--- config.mk ---
export PLATFORM = sky130hd
export DESIGN_NAME = rvc_fetch_aligner
export DESIGN_NICKNAME = d
export VERILOG_FILES = /design/src/rtl/rvc_fetch_aligner.sv
export SDC_FILE = /design/constraint.sdc
export NUM_CORES = 1
export LEC_CHECK = 0
export ABC_AREA = 1
export CAP_MARGIN = 25
export CORE_UTILIZATION = 63
export CTS_BUF_LIST = sky130_fd_sc_hd__clkbuf_2 sky130_fd_sc_hd__clkbuf_4 sky130_fd_sc_hd__clkbuf_8
export DETAILED_ROUTE_END_ITERATION = 7
export PLACE_DENSITY_LB_ADDON = 0.15
export SLEW_MARGIN = 20
export SYNTH_ARGS = -nofsm -noshare
export SYNTH_HDL_FRONTEND = slang
export SYNTH_SLANG_ARGS = --single-unit
export TNS_END_PERCENT = 1
--- constraint.sdc ---
create_clock -name clk -period 8.05 [get_ports clk]
set_input_delay 1.61 -clock clk [delete_from_list [all_inputs] [get_ports clk]]
set_output_delay 1.61 -clock clk [all_outputs]
set_load 0.01 [all_outputs]
--- src/rtl/rvc_fetch_aligner.sv ---
// rvc_fetch_aligner
//   Aligns RVC (16-bit) and 32-bit instructions at the IF-stage pc out of a
//   32-bit word-addressed ICACHE. A 2-entry word buffer (word X lives in entry
//   X[0]) lets sequential code reuse fetched words. It also lets a 32-bit
//   instruction that straddles a word boundary be assembled from two words.
// Ports
//   clk, rst_n            clock, synchronous active-low reset
//   pc                    byte address of the requested instruction (pc[0]=0)
//   ready                 inst/compressed valid for pc this cycle
//   compressed            inst holds a 16-bit instruction in inst[15:0]
//   inst                  aligned instruction; NOP when not ready
//   ICACHE_ren/addr       word read request (held stable while stalled)
//   ICACHE_wen/wdata      unused write path, tied 0
//   ICACHE_rdata/stall    read data / busy indication from the cache
module rvc_fetch_aligner #(
    parameter bit          BYTE_SWAP = 1'b1,
    parameter logic [31:0] NOP       = 32'h0000_0013
) (
    input  logic        clk,
    input  logic        rst_n,
    input  logic [31:0] pc,
    output logic        ready,
    output logic        compressed,
    output logic [31:0] inst,
    output logic        ICACHE_ren,
    output logic        ICACHE_wen,
    output logic [29:0] ICACHE_addr,
    output logic [31:0] ICACHE_wdata,
    input  logic [31:0] ICACHE_rdata,
    input  logic        ICACHE_stall
);

    localparam logic [0:0] S_IDLE = 1'b0;
    localparam logic [0:0] S_BUSY = 1'b1;

    logic [0:0]  state;
    logic [29:0] lat_addr;
    logic        bf_valid [2];
    logic [29:0] bf_tag   [2];
    logic [31:0] bf_data  [2];

    logic [29:0] a, a1, need_addr;
    logic        h, hit_a, hit_a1, need_req, done;
    logic        avail_a, avail_a1, rdy, cmp;
    logic [31:0] rdata_sw, word_a, word_a1, inst_c;

    assign ICACHE_wen   = 1'b0;
    assign ICACHE_wdata = '0;

    assign rdata_sw = BYTE_SWAP ? {ICACHE_rdata[7:0], ICACHE_rdata[15:8],
                                   ICACHE_rdata[23:16], ICACHE_rdata[31:24]}
                                : ICACHE_rdata;

    always_comb begin
        a      = pc[31:2];
        h      = pc[1];
        a1     = a + 30'd1;   // wraps at the top of the 30-bit word space
        hit_a  = bf_valid[a[0]]  && (bf_tag[a[0]]  == a);
        hit_a1 = bf_valid[a1[0]] && (bf_tag[a1[0]] == a1);

        // The second word is only needed once the first word is known to
        // hold the lower half of a straddling 32-bit instruction.
        need_req  = 1'b0;
        need_addr = a;
        if (!hit_a) begin
            need_req  = 1'b1;
            need_addr = a;
        end else if (h && (bf_data[a[0]][17:16] == 2'b11) && !hit_a1) begin
            need_req  = 1'b1;
            need_addr = a1;
        end

        ICACHE_ren  = rst_n && ((state == S_BUSY) || need_req);
        ICACHE_addr = (state == S_BUSY) ? lat_addr : need_addr;
        done        = ICACHE_ren && !ICACHE_stall;

        // Same-cycle forwarding of a completing read. A completion that does
        // not match the current pc's words (a stale BUSY request) is ignored.
        avail_a  = hit_a  || (done && (ICACHE_addr == a));
        avail_a1 = hit_a1 || (done && (ICACHE_addr == a1));
        word_a   = hit_a  ? bf_data[a[0]]  : rdata_sw;
        word_a1  = hit_a1 ? bf_data[a1[0]] : rdata_sw;

        if (!h) begin
            rdy    = avail_a;
            cmp    = (word_a[1:0] != 2'b11);
            inst_c = cmp ? {16'b0, word_a[15:0]} : word_a;
        end else if (word_a[17:16] != 2'b11) begin
            rdy    = avail_a;
            cmp    = 1'b1;
            inst_c = {16'b0, word_a[31:16]};
        end else begin
            rdy    = avail_a && avail_a1;
            cmp    = 1'b0;
            inst_c = {word_a1[15:0], word_a[31:16]};
        end

        if (rst_n && rdy) begin
            ready      = 1'b1;
            compressed = cmp;
            inst       = inst_c;
        end else begin
            ready      = 1'b0;
            compressed = 1'b0;
            inst       = NOP;
        end
    end

    always_ff @(posedge clk) begin
        if (!rst_n) begin
            state       <= S_IDLE;
            lat_addr    <= '0;
            bf_valid[0] <= 1'b0;
            bf_valid[1] <= 1'b0;
            bf_tag[0]   <= '0;
            bf_tag[1]   <= '0;
            bf_data[0]  <= '0;
            bf_data[1]  <= '0;
        end else begin
            if (done) begin
                bf_valid[ICACHE_addr[0]] <= 1'b1;
                bf_tag[ICACHE_addr[0]]   <= ICACHE_addr;
                bf_data[ICACHE_addr[0]]  <= rdata_sw;
            end
            case (state)
                S_IDLE: if (ICACHE_ren && ICACHE_stall) begin
                    state    <= S_BUSY;
                    lat_addr <= ICACHE_addr;
                end
                default: if (!ICACHE_stall) state <= S_IDLE;
            endcase
        end
    end

endmodule

After elaboration in Yosys (flattened, before gate mapping)
Memory sizes are Yosys's and may differ from the RTL's.
Cells that the tools add are included.
W data, S select, Z words.
{"block": "word_totals", "register_bits": 31, "mem_bits_rw": 126, "word_cells": 67, "n_memories": 3}
{"block": "classes", "addsub": 1, "eq_ne": 7, "muxes": 33, "bitwise": 1, "n_reduce_logical": 20}
{"name": "bf_data", "depth": 2, "word_bits": 32, "rd": 2, "rd_ports_with_merged_regs": 0, "write_ports": 2, "line": "40", "text": "logic [31:0] bf_data [2];"}
{"name": "bf_tag", "depth": 2, "word_bits": 30, "rd": 2, "rd_ports_with_merged_regs": 0, "write_ports": 2, "line": "39", "text": "logic [29:0] bf_tag [2];"}
{"name": "bf_valid", "depth": 2, "word_bits": 1, "rd": 2, "rd_ports_with_merged_regs": 0, "write_ports": 2, "line": "38", "text": "logic bf_valid [2];"}
{"op": "$mux W32", "n": 6}
{"op": "$eq A30 B30 Y1", "n": 4}
{"op": "$mux W30", "n": 4}
{"op": "$reduce_or A32 Y1", "n": 1}
{"op": "$add A30 B1 Y30 const B", "n": 1}
{"op": "$reduce_or A30 Y1", "n": 1}
{"op": "$mux W1", "n": 22}
{"op": "$mux W16", "n": 1}
{"op": "$logic_and A1 B1 Y1", "n": 11}
{"op": "$ne A2 B2 Y1 const B", "n": 2}
{"op": "$logic_or A1 B1 Y1", "n": 3}
{"op": "$eq A2 B2 Y1 const B", "n": 1}
{"op": "$logic_not A1 Y1", "n": 2}
{"op": "$reduce_and A2 Y1", "n": 1}
{"op": "$not A1 Y1", "n": 1}
{"op": "$reduce_or A1 Y1", "n": 1}

Logic depth before layout (Yosys ltp)
Gate-level depths: netlist (run 1).
An unclocked memory read counts as a cell.
{"block": "logic_depth", "depth_word": 18, "ltp_mapped": 33, "mapped_depth_nobuf": 31}

Least setup slack after synthesis (run 1)
No wires, ideal clock.
{"block": "synth_timing", "path_type": "input to output", "start": "input port pc[2]", "end": "output port inst[21]", "arrival_time_ns": 4.434, "t_required_ns": 6.440, "setup_slack_ns": 2.006, "cell_stages": 27, "path_buffers": 6, "cell_sequence": "buf_6 buf_4 buf_6 o211ai_1 nand4_1 nor3_1 nand2_1 nor3_1 nand2_1 clkinv_2 nand3_2 buf_4 buf_8 nand2_1 nand3_2 nand2_2 inv_2 nand2_1 nand2_1 nor2_1 nand2_1 nor2_1 nand2_1 nand2_2 nand3_4 buf_6 nor2_1"}
{"block": "synth_via", "elab_cells_between_ends": 38, "cone_classes": "add/sub: 1; eq/ne: 7; mux: 13; reduce/logical: 14; memory: 3"}
{"element": "start: declaration", "line": "21", "text": "input logic [31:0] pc,"}
{"element": "$add A30 B1 Y30", "line": "57", "text": "a1 = a + 30'd1;"}
{"element": "$mem_v2 Z2 W30"}
{"element": "$eq A30 B30 Y1", "line": "59", "text": "hit_a1 = bf_valid[a1[0]] && (bf_tag[a1[0]] == a1);"}
{"element": "$logic_and A1 B1 Y1", "line": "59"}
{"element": "$logic_not A1 Y1", "line": "68", "text": "end else if (h && (bf_data[a[0]][17:16] == 2'b11) && !hit_a1) begin"}
{"element": "$logic_and A1 B1 Y1", "line": "68"}
{"element": "$mux W30", "line": "68"}
{"element": "$mux W30 *", "line": "65", "text": "if (!hit_a) begin"}
{"element": "[... 1 more ...]"}
{"element": "named net ICACHE_addr[3]", "line": "27", "text": "output logic [29:0] ICACHE_addr,"}
{"element": "$eq A30 B30 Y1 (on tied branches)", "line": "79, 80"}
{"element": "$logic_and A1 B1 Y1 (on tied branches)", "line": "79, 80"}
{"element": "$logic_or A1 B1 Y1 (on tied branches)", "line": "79, 80"}
{"element": "$logic_and A1 B1 Y1", "line": "93", "text": "rdy = avail_a && avail_a1;"}
{"element": "$mux W1", "line": "88", "text": "end else if (word_a[17:16] != 2'b11) begin"}
{"element": "$mux W1 *", "line": "84", "text": "if (!h) begin"}
{"element": "$logic_and A1 B1 Y1 *", "line": "98", "text": "if (rst_n && rdy) begin"}
{"element": "$mux W32 *", "line": "98"}
{"element": "end: declaration", "line": "24", "text": "output logic [31:0] inst,"}
Mark *: on every way through the listed nets, which the timed path passes. The rest lies on a longest branch.

Final worst setup path (run 1)
{"block": "layout_timing", "start": "input port pc[3]", "end": "output port inst[19]"}
{"block": "layout_via", "elab_chain_len": 17, "elab_cells_between_ends": 33, "cone_classes": "add/sub: 1; eq/ne: 6; mux: 13; reduce/logical: 13"}
{"element": "parallel branches: the longest is 16 deep, another holds $add A30 B1 Y30"}
{"element": "$mux W32 *", "line": "98"}
Every way passes the cells marked *.

==> run summary, run 1 <==
For the worst setup slack after layout, the log shows -0.0658 ns. Dividing total power by cell area gives a power density of 143 nW/um2. After clock tree synthesis, the setup repair step added 0 buffers. Measured along the x axis, the die boundary spans 143 um. The via count of the first global-routing pass is 12500, and the core footprint is 19500 um2. The initial antenna violation count came out at 0. Setup repair after global routing could not meet its margin everywhere.

The maximum net fanout on the critical path is 13. The leakage power of the design is 7.13 nW, and the number of vias per cell is 5.75. The post-route antenna net violation count came out at 0. Worst endpoint data arrival time: 6.51 ns. After synthesis the cells add up to 12500 um2. No sink is reached through more buffers than the 2 on the longest clock path.

In this run, synthesis produced a sequential element count of 157. The logs give 2 for the remaining routing DRC violations and 0.457 ns for the post-route worst hold slack. In this run the worst setup path begins at pc[3]. The top cell type by area accounts for 29.8% of the synthesized area.

The die is 143 um tall. The critical path is of the in2out type. Timing would allow up to 0.123 GHz.

The number of distinct library cells after synthesis came out at 44. In the post-synthesis netlist, the biggest area contributors are edfxtp_1 (30%), nand2_1 (18%), nor2_1 (7.0%), inv_1 (6.7%), o21ai_0 (5.4%). The total track usage was 42.8%; the number of top-level pins was 165.

The tools report the launch instance of the worst min-delay path as lat_addr[23]. Detailed placement ended at an HPWL of 30.9 mm. The maximum number of pins on one net before global-route repair came out at 64. STA classifies the critical path endpoint as a primary output. For this block, the via count after detailed routing is 13400. After layout, the worst path uses 101% of the clock period.

The delay contributed by the slowest stage of the critical path is 0.56 ns. The flow ran to the end, but the final reports show violations. The clock arrives with 0.0186 ns of skew. In the final layout, flip-flops and latches occupy 4380 um2. The detailed-routing iteration count for the pre-antenna-repair pass was 8.

TritonCTS built the clock tree. The tools report the worst ir drop on vdd as 0.000110 V. Across the run, the number of max-cap violations was 0. Minimum clock period: 8.12 ns.

The total detailed-routing wirelength is 42.7 mm, and the setup slack of the most critical reg-to-reg path is 3.84 ns. The logs give 14300 um2 for the placed standard-cell area and 65.0 mm for the first-pass GRT wire length. In the final layout, the share of cells above drive strength 1 is 12.5%.

At the end of routability-driven placement, the weighted congestion stood at 1.04. The die covers 20400 um2. Input and output buffers added on the ports amount to 130. For the pin with the worst max-slew slack, the measured transition is 0.899 ns. The run gives 35.0% as the part of the Yosys area used for sequential elements. The layout has 1592 filler cells. Final-stage net count: 2127. The top cell type by total area after synthesis is edfxtp_1. For the max-slew violation count, the log shows 0. Clock-pin slew reported for the worst setup and hold paths after clock tree synthesis: 0.10 ns.

The final reports fail on design-rule violations, negative setup slack. Measured against its own limit, the worst slew margin works out to 39.9%. The detailed router finished its first iteration with 1241 violations.

After routing the design area is 14800 um2. For the Yosys warning count, the log shows 0. The count of antenna diodes in the layout came out at 0. Origin of the critical flop-to-flop path: bf_tag[0][0]. TritonCTS created 17 clock buffers. Startpoint type of the worst setup path: an input pin. The routed length per placed instance is 18.3 um.

Summing all multi-input logic gate instances after layout gives 6630 um2. CTS root buffer: clkbuf_8. Buffers inserted to repair hold after CTS numbered 0. The logs give 0 for the count of endpoints failing hold in the final timing report and 4 for the H-tree depth reported by CTS.

Global routing finished with a remaining overflow of 0. CTS saw 157 sinks. Setup violations remaining at the end of the flow were counted as 27.

Per-instance average area after synthesis: 6.58 um2. The synthesis-to-layout area growth came out at 18.0%. The slowest stage of the critical path is the clkdlybuf4s50_1 cell. For this configuration, the core starts out at a cell density of 64.3%. The insertion delay of the later-clocked pin in the worst-skew pair was 0.49 ns; the site row count was 51. The class of the most critical hold timing path was reg2reg.

After technology mapping, the gate count stands at 1903. By instance count, the cell type seen most on the critical path is nand2_1. At the worst endpoint, the required time is 6.44 ns.
[report_power, final]
part	switching [mW]	internal, mW
logic	0.352	0.193
registers	0.0190	0.932
clock network	0.387	0.236
total	0.757	1.36
[kinds of logic after synthesis]
logic type,after synthesis,synth area share (%)
fa+ha+maj,1,0.100
mux,23,1.84
other cells,1,0.0300
simple gates,1115,38.7
buf+inv,359,13.5
flops,157,35.0
xor+xnor,12,1.06
compound gates,235,9.72
[metrics by stage]
step           utilization, %  setup TNS [ns]  std cells  total power [mW]  setup WS [ns]
6_report                 75.9          -0.555       2337              2.12        -0.0658
5_1_grt                  75.9           -5.46       2337              2.19         -0.225
4_1_cts                  75.6               0       2337              2.10        0.00362
3_5_place_dp             73.4          -0.110       2305              1.49        -0.0336
2_1_floorplan               -               0       1936              1.30           2.01
3_3_place_gp             73.4        -0.00928       2305              1.48       -0.00928
[state kept, by name (all words and copies together) (netlist names)]
| signal | flops |
|---|---|
| state | 1 |
| lat_addr | 30 |
| bf_valid | 2 |
| bf_tag | 60 |
| bf_data | 64 |
[metal layers]
metal | share of wire [%] | global-route usage [%] | vias up
li1 | - | - | 6334
met1 | 37 | 53.1 | 5977
met2 | 44 | 66.9 | 928
met3 | 12 | 7.65 | 190
met4 | 7.0 | 31.3 | 0
met5 | 0 | 0 | -
[worst max-delay path: cells and delay by family]
| family | cells | cell delay, ns |
|---|---|---|
| simple gates | 22 | 2.74 |
| buf+inv | 8 | 1.88 |
| xor+xnor | 1 | 0.26 |
[timing repair]
item | 4_1_cts | 5_1_grt
setup endpoints to repair | 28 | 34
pin swaps | 0 | 3
resized for setup | 3 | 23
endpoints found under the hold margin | 0 | 0
[synthesized netlist by cell type]
master           n
a31oi_1          3
nand3_4          1
nor3b_1          1
clkbuf_1        40
inv_2           10
nor3_2           1
buf_4           45
dfxtp_1         33
buf_6           16
nand3_1        126
nand3b_1        15
edfxtp_1       124
and2_1           2
nand3_2         13
o211ai_1         8
or2_2           22
clkbuf_4         2
buf_2           12
o22ai_1          1
clkbuf_2         3
mux2i_1         23
dlygate4sd1_1    3
clkinv_1         1
o21ai_1          7
nor2_1         232
nand4_1         43
or2_1            2
clkinv_2         1
o21ai_2          2
nand2_2         21
nor2_2          39
nor3_1           7
buf_8            1
nand2_1        589
inv_1          223
xor2_1          10
o21ai_0        135
conb_1           1
a22oi_1          3
ha_1             1
xnor3_1          2
a21oi_1         76
buf_1            2
nor2_4           1
[placed cells by master, fill, tap and decap left out, types with 5 or more instances in the layout]
| cell type | count |
|---|---|
| a21oi_1 | 76 |
| buf_12 | 6 |
| buf_4 | 92 |
| clkbuf_8 | 17 |
| clkdlybuf4s50_1 | 121 |
| clkinv_8 | 5 |
| conb_1 | 34 |
| dfxtp_1 | 33 |
| dlymetal6s2s_1 | 8 |
| edfxtp_1 | 124 |
| inv_1 | 220 |
| inv_2 | 12 |
| mux2i_1 | 23 |
| nand2_1 | 583 |
| nand2_2 | 27 |
| nand3_1 | 125 |
| nand3_2 | 14 |
| nand3b_1 | 15 |
| nand4_1 | 43 |
| nor2_1 | 228 |
| nor2_2 | 38 |
| nor2_4 | 6 |
| nor3_1 | 7 |
| o211ai_1 | 8 |
| o21ai_0 | 135 |
| o21ai_1 | 6 |
| or2_2 | 22 |
| xor2_1 | 10 |
[cell type report]
class	instances	area share, %
clock inverter	15	1.17
clock buffer	17	1.58
sequential	157	29.7
multi-input combinational	1420	44.9
tap	265	2.24
inverter	235	5.98
timing repair buffer	228	14.4
[path summary, 6_finish.rpt]
check	endpoint	cells after the start
max	inst[19]	31
min	lat_addr[23]	2
max reg2reg	lat_addr[27]	18
min reg2reg	lat_addr[23]	2
Power figures use the tool's default switching activity.
==> inputs of run 2 (changes only) <==
--- a/config.mk
+++ b/config.mk
@@ -9,6 +9,7 @@
 export CAP_MARGIN = 25
 export CORE_UTILIZATION = 63
 export CTS_BUF_LIST = sky130_fd_sc_hd__clkbuf_2 sky130_fd_sc_hd__clkbuf_4 sky130_fd_sc_hd__clkbuf_8
+export CTS_CLUSTER_SIZE = 10
 export DETAILED_ROUTE_END_ITERATION = 7
 export PLACE_DENSITY_LB_ADDON = 0.15
 export SLEW_MARGIN = 20
==> constraint.sdc (replaced) <==
create_clock -name clk -period 8.05 [get_ports clk]
set_input_delay 1.61 -clock clk [delete_from_list [all_inputs] [get_ports clk]]
set_output_delay 1.61 -clock clk [all_outputs]
set_load 0.005 [all_outputs]
==> run summary, run 2 (synthesis results as in run 1) <==
The flow ran to the end, and the final reports show no timing, DRC or antenna violations. The beginning of the critical path is pc[2]. The met1 track demand over resource is 53.6% (+0.48 points). The final HPWL from detailed placement was 30.6 mm (-1.0%); the final standard cell utilization of the core was 76.8% (+0.86 points). The first-pass GRT wire length is 64.8 mm (-0.19%), and the count of routing violations after the opening detailed-route iteration is 1401 (+13%). The post-route antenna net violation count is 0 (unchanged), and the setup slack of the most critical reg-to-reg path is 3.93 ns (+0.09 ns).

The area of the die was 20400 um2 (unchanged); the depth of the worst register-to-register path was 18 (unchanged). The via count of the first global-routing pass came out at 12300 (-1.4%). The clock-pin slew reported for the worst setup and hold paths after clock tree synthesis is 0.10 ns (about the same).

The number of vias per cell came out at 5.77 (+0.39%). The type of the setup path with the least slack is in2out. Number of filler cells placed in the layout: 1480 (-7.0%). The largest registers in the layout are bf_data: 64 flops, bf_tag: 60 flops, lat_addr: 30 flops.

The global routing met2 resource utilization was 67.4% (+0.51 points). TritonCTS built the clock tree. The tools report the timing endpoint of the critical path as inst[26]. The logs give 0 (-2) for the remaining routing DRC violations and 0 (unchanged) for the aggregate global routing overflow. The run gives 42.5% (-0.22 points) as the total track usage. The largest register by flop count was bf_data.

The logs give 0 ns (+0.555 ns) for the total negative slack for setup checks and 2305 (unchanged) for the number of placed cells counting well taps. The tools report the count of non-filler cells in the finished layout as 2342 (+0.21%). The capture instance of the worst register-to-register path is lat_addr[21]. The max-slew violation count was 0 (unchanged); the delay contributed by the slowest stage of the critical path was 0.57 ns (about the same).

The total detailed-routing wirelength came out at 43.2 mm (+1.1%). The slowest cell on the critical path is clkdlybuf4s50_1. Initial antenna violation count: 0 (unchanged).

The logs give 13500 (+0.60%) for the via total after detailed routing and 2 (unchanged) for the number of buffers on the longest clock path. The number of setup violations in the final report was 0 (-100%). The run gives 14900 um2 (+1.1%) as the post-route standard cell area excluding fillers. The number of port buffers is 130 (unchanged). For the worst endpoint data arrival time, the log shows 6.34 ns (-0.17 ns). The path class of the tightest hold or removal check is reg2reg. The tools report the number of CTS-inserted buffers as 17 (unchanged).

The run gives 2132 (+0.24%) as the final-stage net count. The number of hold buffers added after cts was 0 (unchanged). The routed length per placed instance was 18.4 um (+0.93%). The tools report the H-tree depth reported by CTS as 4 (unchanged). The maximum number of pins on one net before global-route repair was 76 (+19%). The number of top-level pins was 165 (unchanged).

The proportion of layout cells with a drive suffix above 1 was 13.3% (+0.88 points); the leakage power of the design was 7.25 nW (+1.7%). The run gives 0.000174 V (+58%) as the worst ir drop on vdd. The tools report the worst-case headroom to the max-slew limit as 39.9% (about the same). The maximum net fanout on the critical path was 75 (+62); the height of the die was 143 um (unchanged). Leaving out fill and tap cells, the most frequent cells in the layout are nand2_1 (577), nor2_1 (223), inv_1 (220), o21ai_0 (135), edfxtp_1 (124).

The worst-margin pin slew was 0.899 ns (+0.000424 ns); the maximum clock frequency was 0.126 GHz (+2.1%). The ratio of final minimum period to clock period is 98.8% (-2.1 points), and the count of endpoints failing hold in the final timing report is 0 (unchanged). The site row count was 51 (unchanged). The tools report the count of antenna diodes in the layout as 0 (unchanged). The insertion delay of the later-clocked pin in the worst-skew pair is 0.49 ns (about the same), and the total power after layout is 2.11 mW (-0.21%). The number of sinks handled by clock tree synthesis was 157 (unchanged). The layer flagged by global routing as most heavily used is met2. The setup clock skew after layout is 0.0242 ns (+0.00561 ns), and the placed standard-cell area is 14300 um2 (about the same).

The core footprint is 19500 um2 (unchanged). STA classifies the critical path endpoint as a primary output. The synthesis-to-layout area growth was 19.4%. Detailed-routing iteration count for the pre-antenna-repair pass: 8 (unchanged). The tree is rooted in a clkbuf_8. Startpoint type of the worst setup path: an input pin.

The required time at the worst-slack endpoint was 6.44 ns (about the same); the initial core utilization was 64.3% (unchanged). Placer congestion estimate: 1.04 (-0.51%). Leaving out fill and tap cells, the most frequent cell in the layout is nand2_1. The flip-flop count of the largest register after layout was 64 (unchanged); the met3 global-route usage was 7.95% (+0.30 points).

Among the stages of the critical path, the cell type that occurs most often is nand2_1. The chip width came out at 143 um (unchanged). The minimum clock period is 7.95 ns (-0.166 ns). Origin of the critical flop-to-flop path: bf_tag[0][0].

The count of maximum capacitance violations was 0 (unchanged). The power per cell area was 141 nW/um2 (-1.3%).
run 2: cell count changes in the layout (fill, tap and decap cells not counted), moves of 2 or more:
cell / before / now
clkdlybuf4s50_1: 121 / 112
dlymetal6s2s_1: 8 / 17
nand2_1: 583 / 577
nand2_2: 27 / 33
nor2_1: 228 / 223
nand3_1: 125 / 122
nor2_4: 6 / 9
buf_8: 0 / 2
nand3_2: 14 / 16
nor2_2: 38 / 40
run 2: worst max-delay path: cells and delay by family:
| family | cells | cell delay, ns |
|---|---|---|
| buffers and inverters | 8 | 1.67 |
| AND/OR/NAND/NOR | 25 | 3.03 |
run 2: how the worst min path moves through the flow:
stage | cells after the start | startpoint | end
6_report | 2 | lat_addr[29] | lat_addr[29]
3_3_place_gp | 2 | bf_valid[0] | bf_valid[0]
5_1_grt | 2 | lat_addr[29] | lat_addr[29]
2_1_floorplan | 2 | bf_valid[0] | bf_valid[0]
3_5_place_dp | 2 | lat_addr[20] | lat_addr[20]
4_1_cts | 2 | lat_addr[29] | lat_addr[29]
run 2: area by class of cell:
class / instances / area (um2) / share of cell area [%]
clock buffer: 17 / 234 / 1.57
clock inverter: 15 / 168 / 1.12
inverter: 235 / 883 / 5.91
multi-input combinational: 1420 / 6710 / 44.9
sequential: 157 / 4380 / 29.3
tap: 265 / 332 / 2.22
timing repair buffer: 233 / 2230 / 14.9
run 2: through the flow:
step / hold slack, ns / setup WS [ns]
after floorplan: 0.427 / 2.08
after global placement: 0.438 / 0.0473
after detailed placement: 0.446 / 0.0202
after CTS: 0.460 / 0.00897
after global routing: 0.470 / -0.0847
final: 0.458 / 0.101
run 2: layer usage:
metal	up-vias	part of all wire, %
li1	6342	-
met1	6045	37
met2	921	44
met3	202	12
met4	0	6.8
met5	-	0
run 2: timing repair:
action                     CTS  global route
cloned                       0             1
buffers inserted             0             4
setup endpoints to repair    1            34
resized for setup            1            61
pin swaps                    0             9
run 2: power by group:
group	total, mW	internal (mW)	switching (mW)	leakage (nW)
logic	0.538	0.194	0.344	5.48
clock network	0.624	0.236	0.388	0.204
registers	0.951	0.932	0.0195	1.57
total	2.11	1.36	0.752	7.25
==> inputs of run 3 (changes only) <==
--- a/config.mk
+++ b/config.mk
@@ -7,7 +7,7 @@
 export LEC_CHECK = 0
 export ABC_AREA = 1
 export CAP_MARGIN = 25
-export CORE_UTILIZATION = 63
+export CORE_UTILIZATION = 35
 export CTS_BUF_LIST = sky130_fd_sc_hd__clkbuf_2 sky130_fd_sc_hd__clkbuf_4 sky130_fd_sc_hd__clkbuf_8
 export CTS_CLUSTER_SIZE = 10
 export DETAILED_ROUTE_END_ITERATION = 7
==> constraint.sdc (replaced) <==
create_clock -name clk -period 9.2 [get_ports clk]
set_input_delay 1.84 -clock clk [delete_from_list [all_inputs] [get_ports clk]]
set_output_delay 1.84 -clock clk [all_outputs]
set_load 0.005 [all_outputs]
==> run summary, run 3 (synthesis results as in run 1) <==
The total track usage was 25.2% (-17 points). For the final-stage net count, the log shows 2064 (-3.2%). The largest registers in the layout are bf_data: 64 flops, bf_tag: 60 flops, lat_addr: 30 flops. The run gives 1 (+1) as the initial antenna violation count. The worst-margin pin slew came out at 1.03 ns (+0.127 ns). The critical path's most frequent cell is nand2_1.

The aggregate global routing overflow was 0 (unchanged). For the core footprint, the log shows 34900 um2 (+79%). The path class of the tightest hold or removal check is reg2reg.

The post-cts repair resize count came out at 0 (-1). The slowest cell on the critical path is clkdlybuf4s50_1. Number of hold buffers added after cts: 0 (unchanged). The placer congestion estimate is 0.977 (-5.8%).

The max-slew violation count was 0 (unchanged); the first-pass GRT wire length was 68.1 mm (+5.0%). The proportion of layout cells with a drive suffix above 1 is 9.16% (-4.2 points). The initial core utilization is 35.9% (-28 points), and the number of sinks handled by clock tree synthesis is 157 (unchanged).

STA classifies the critical path endpoint as a primary output. The tools report the number of CTS-inserted buffers as 17 (unchanged). STA classifies the critical path startpoint as an input pin.

Maximum net fanout on the critical path: 18 (-76%). The flow ran to the end, and the final reports show no timing, DRC or antenna violations. The via count of the first global-routing pass was 11500 (-7.0%). The routed length per placed instance was 18.5 um (+0.11%); the post-CTS setup buffer count was 0 (unchanged). The logs give 0 (unchanged) for the remaining routing DRC violations and 3713 (+150%) for the number of filler cells placed in the layout.

The height of the die was 191 um (+34%); the flip-flop count of the largest register after layout was 64 (unchanged). The count of routing violations after the opening detailed-route iteration was 1122 (-20%). The clock-pin slew reported for the worst setup and hold paths after clock tree synthesis came out at 0.09 ns (about the same). The logs give 14100 um2 (-1.6%) for the placed standard-cell area and 7 (-1) for the detailed-routing iteration count for the pre-antenna-repair pass.

The post-route antenna net violation count came out at 0 (unchanged). The area of the die was 36500 um2 (+79%). The tools report the site row count as 68 (+33%). The tools report the number of placed cells counting well taps as 2432 (+5.5%). The worst-case headroom to the max-slew limit is 31.6% (-8.3 points), and the leakage power of the design is 6.73 nW (-7.3%). The worst ir drop on vdd is 0.0000829 V (-52%), and the chip width is 191 um (+34%).

Setup repair after global routing left no endpoint under its margin. The maximum clock frequency was 0.112 GHz; the required time at the worst-slack endpoint was 7.36 ns (+0.92 ns). The CTS root buffer is clkbuf_8. The delay contributed by the slowest stage of the critical path was 0.70 ns (+0.13 ns); the total negative slack for setup checks was 0 ns (unchanged).

In the layout the commonest cells are nand2_1 (585), nor2_1 (231), inv_1 (223), o21ai_0 (135), clkdlybuf4s50_1 (128). The leading cell type in the layout, fill and taps excluded was nand2_1. Register cell area after layout: 4380 um2 (unchanged).

Via total after detailed routing: 12400 (-7.9%). The run gives 2464 (+5.2%) as the count of non-filler cells in the finished layout. The number of port buffers is 130 (unchanged), and the count of endpoints failing hold in the final timing report is 0 (unchanged). Number of vias per cell: 5.05 (-12%). The power per cell area was 126 nW/um2 (-11%). For the final standard cell utilization of the core, the log shows 41.4% (-35 points).

The number of top-level pins was 165 (unchanged). The setup clock skew after layout is 0.0251 ns (+0.000947 ns), and the count of maximum capacitance violations is 0 (unchanged). The largest register by flop count is bf_data. The minimum clock period is 8.91 ns, and the synthesis-to-layout area growth is 15.4%. Final HPWL from detailed placement: 33.6 mm (+9.6%). The type of the setup path with the least slack was in2out.

Number of buffers on the longest clock path: 2 (unchanged). The logs give 0.51 ns (+0.02 ns) for the insertion delay of the later-clocked pin in the worst-skew pair and 6590 um2 (-1.7%) for the multi-input gate area in the final layout. For the worst endpoint data arrival time, the log shows 7.07 ns (+0.73 ns).

The logs give 14400 um2 (-3.4%) for the post-route standard cell area excluding fillers and 0 (unchanged) for the count of antenna diodes in the layout. The number of setup violations in the final report is 0 (unchanged). The H-tree depth reported by CTS is 4 (unchanged). The total detailed-routing wirelength was 45.5 mm (+5.3%). Ratio of final minimum period to clock period: 96.8%. TritonCTS built the clock tree.

For the maximum number of pins on one net before global-route repair, the log shows 84 (+11%).
-- run 3: cell count changes in the layout (fill, tap and decap cells not counted), sizes merged --
cell | before | now
clkinvlp | 0 | 3
clkdlybuf4s50 | 112 | 128
clkinv | 10 | 4
bufinv | 0 | 1
dlymetal6s2s | 17 | 0
clkbuf | 18 | 17
buf | 103 | 37
inv | 240 | 242
-- run 3: final timing paths --
kind | slack (ns) | from | endpoint | cells past startpoint
hold / removal | 0.46 | lat_addr[12] | lat_addr[12] | 2
hold reg to reg | 0.46 | lat_addr[12] | lat_addr[12] | 2
setup / recovery | 0.29 | pc[16] | inst[21] | 30
setup reg to reg | 4.96 | bf_tag[1][1] | lat_addr[29] | 21
-- run 3: stage by stage --
step | hold WS, ns | total power, mW | setup WS [ns]
2_1_floorplan | 0.427 | 1.13 | 2.77
4_1_cts | 0.459 | 1.82 | 0.383
3_3_place_gp | 0.440 | 1.28 | 0.406
6_report | 0.457 | 1.81 | 0.291
5_1_grt | 0.472 | 1.91 | 0.0191
3_5_place_dp | 0.445 | 1.29 | 0.403
-- run 3: routing by layer --
| metal | up-vias | part of all wire, % | global-route usage [%] |
|---|---|---|---|
| met5 | - | 0.037 | 0 |
| met4 | 2 | 2.6 | 7.97 |
| met3 | 65 | 6.8 | 4.83 |
| met2 | 453 | 47 | 41.9 |
| met1 | 5716 | 44 | 32.7 |
| li1 | 6210 | - | - |
-- run 3: worst max-delay path, delay by kind of cell --
family,cells,cell delay (ns)
buffers and inverters,5,1.70
and+or+nand+nor,25,3.49
-- run 3: area by class of cell --
| class | instances | share of cell area [%] |
|---|---|---|
| clock buffers | 17 | 1.62 |
| clock inverters | 15 | 1.03 |
| inverters | 235 | 6.12 |
| multi-input cells | 1420 | 45.7 |
| flip-flops and latches | 157 | 30.4 |
| well taps | 455 | 3.94 |
| repair buffers | 165 | 11.3 |
-- run 3: report_power, final --
| part | switching [mW] | total (mW) | leakage [nW] | internal [mW] |
|---|---|---|---|---|
| sequential | 0.0153 | 0.830 | 1.57 | 0.815 |
| combinational | 0.294 | 0.445 | 4.97 | 0.151 |
| clock | 0.317 | 0.539 | 0.186 | 0.222 |
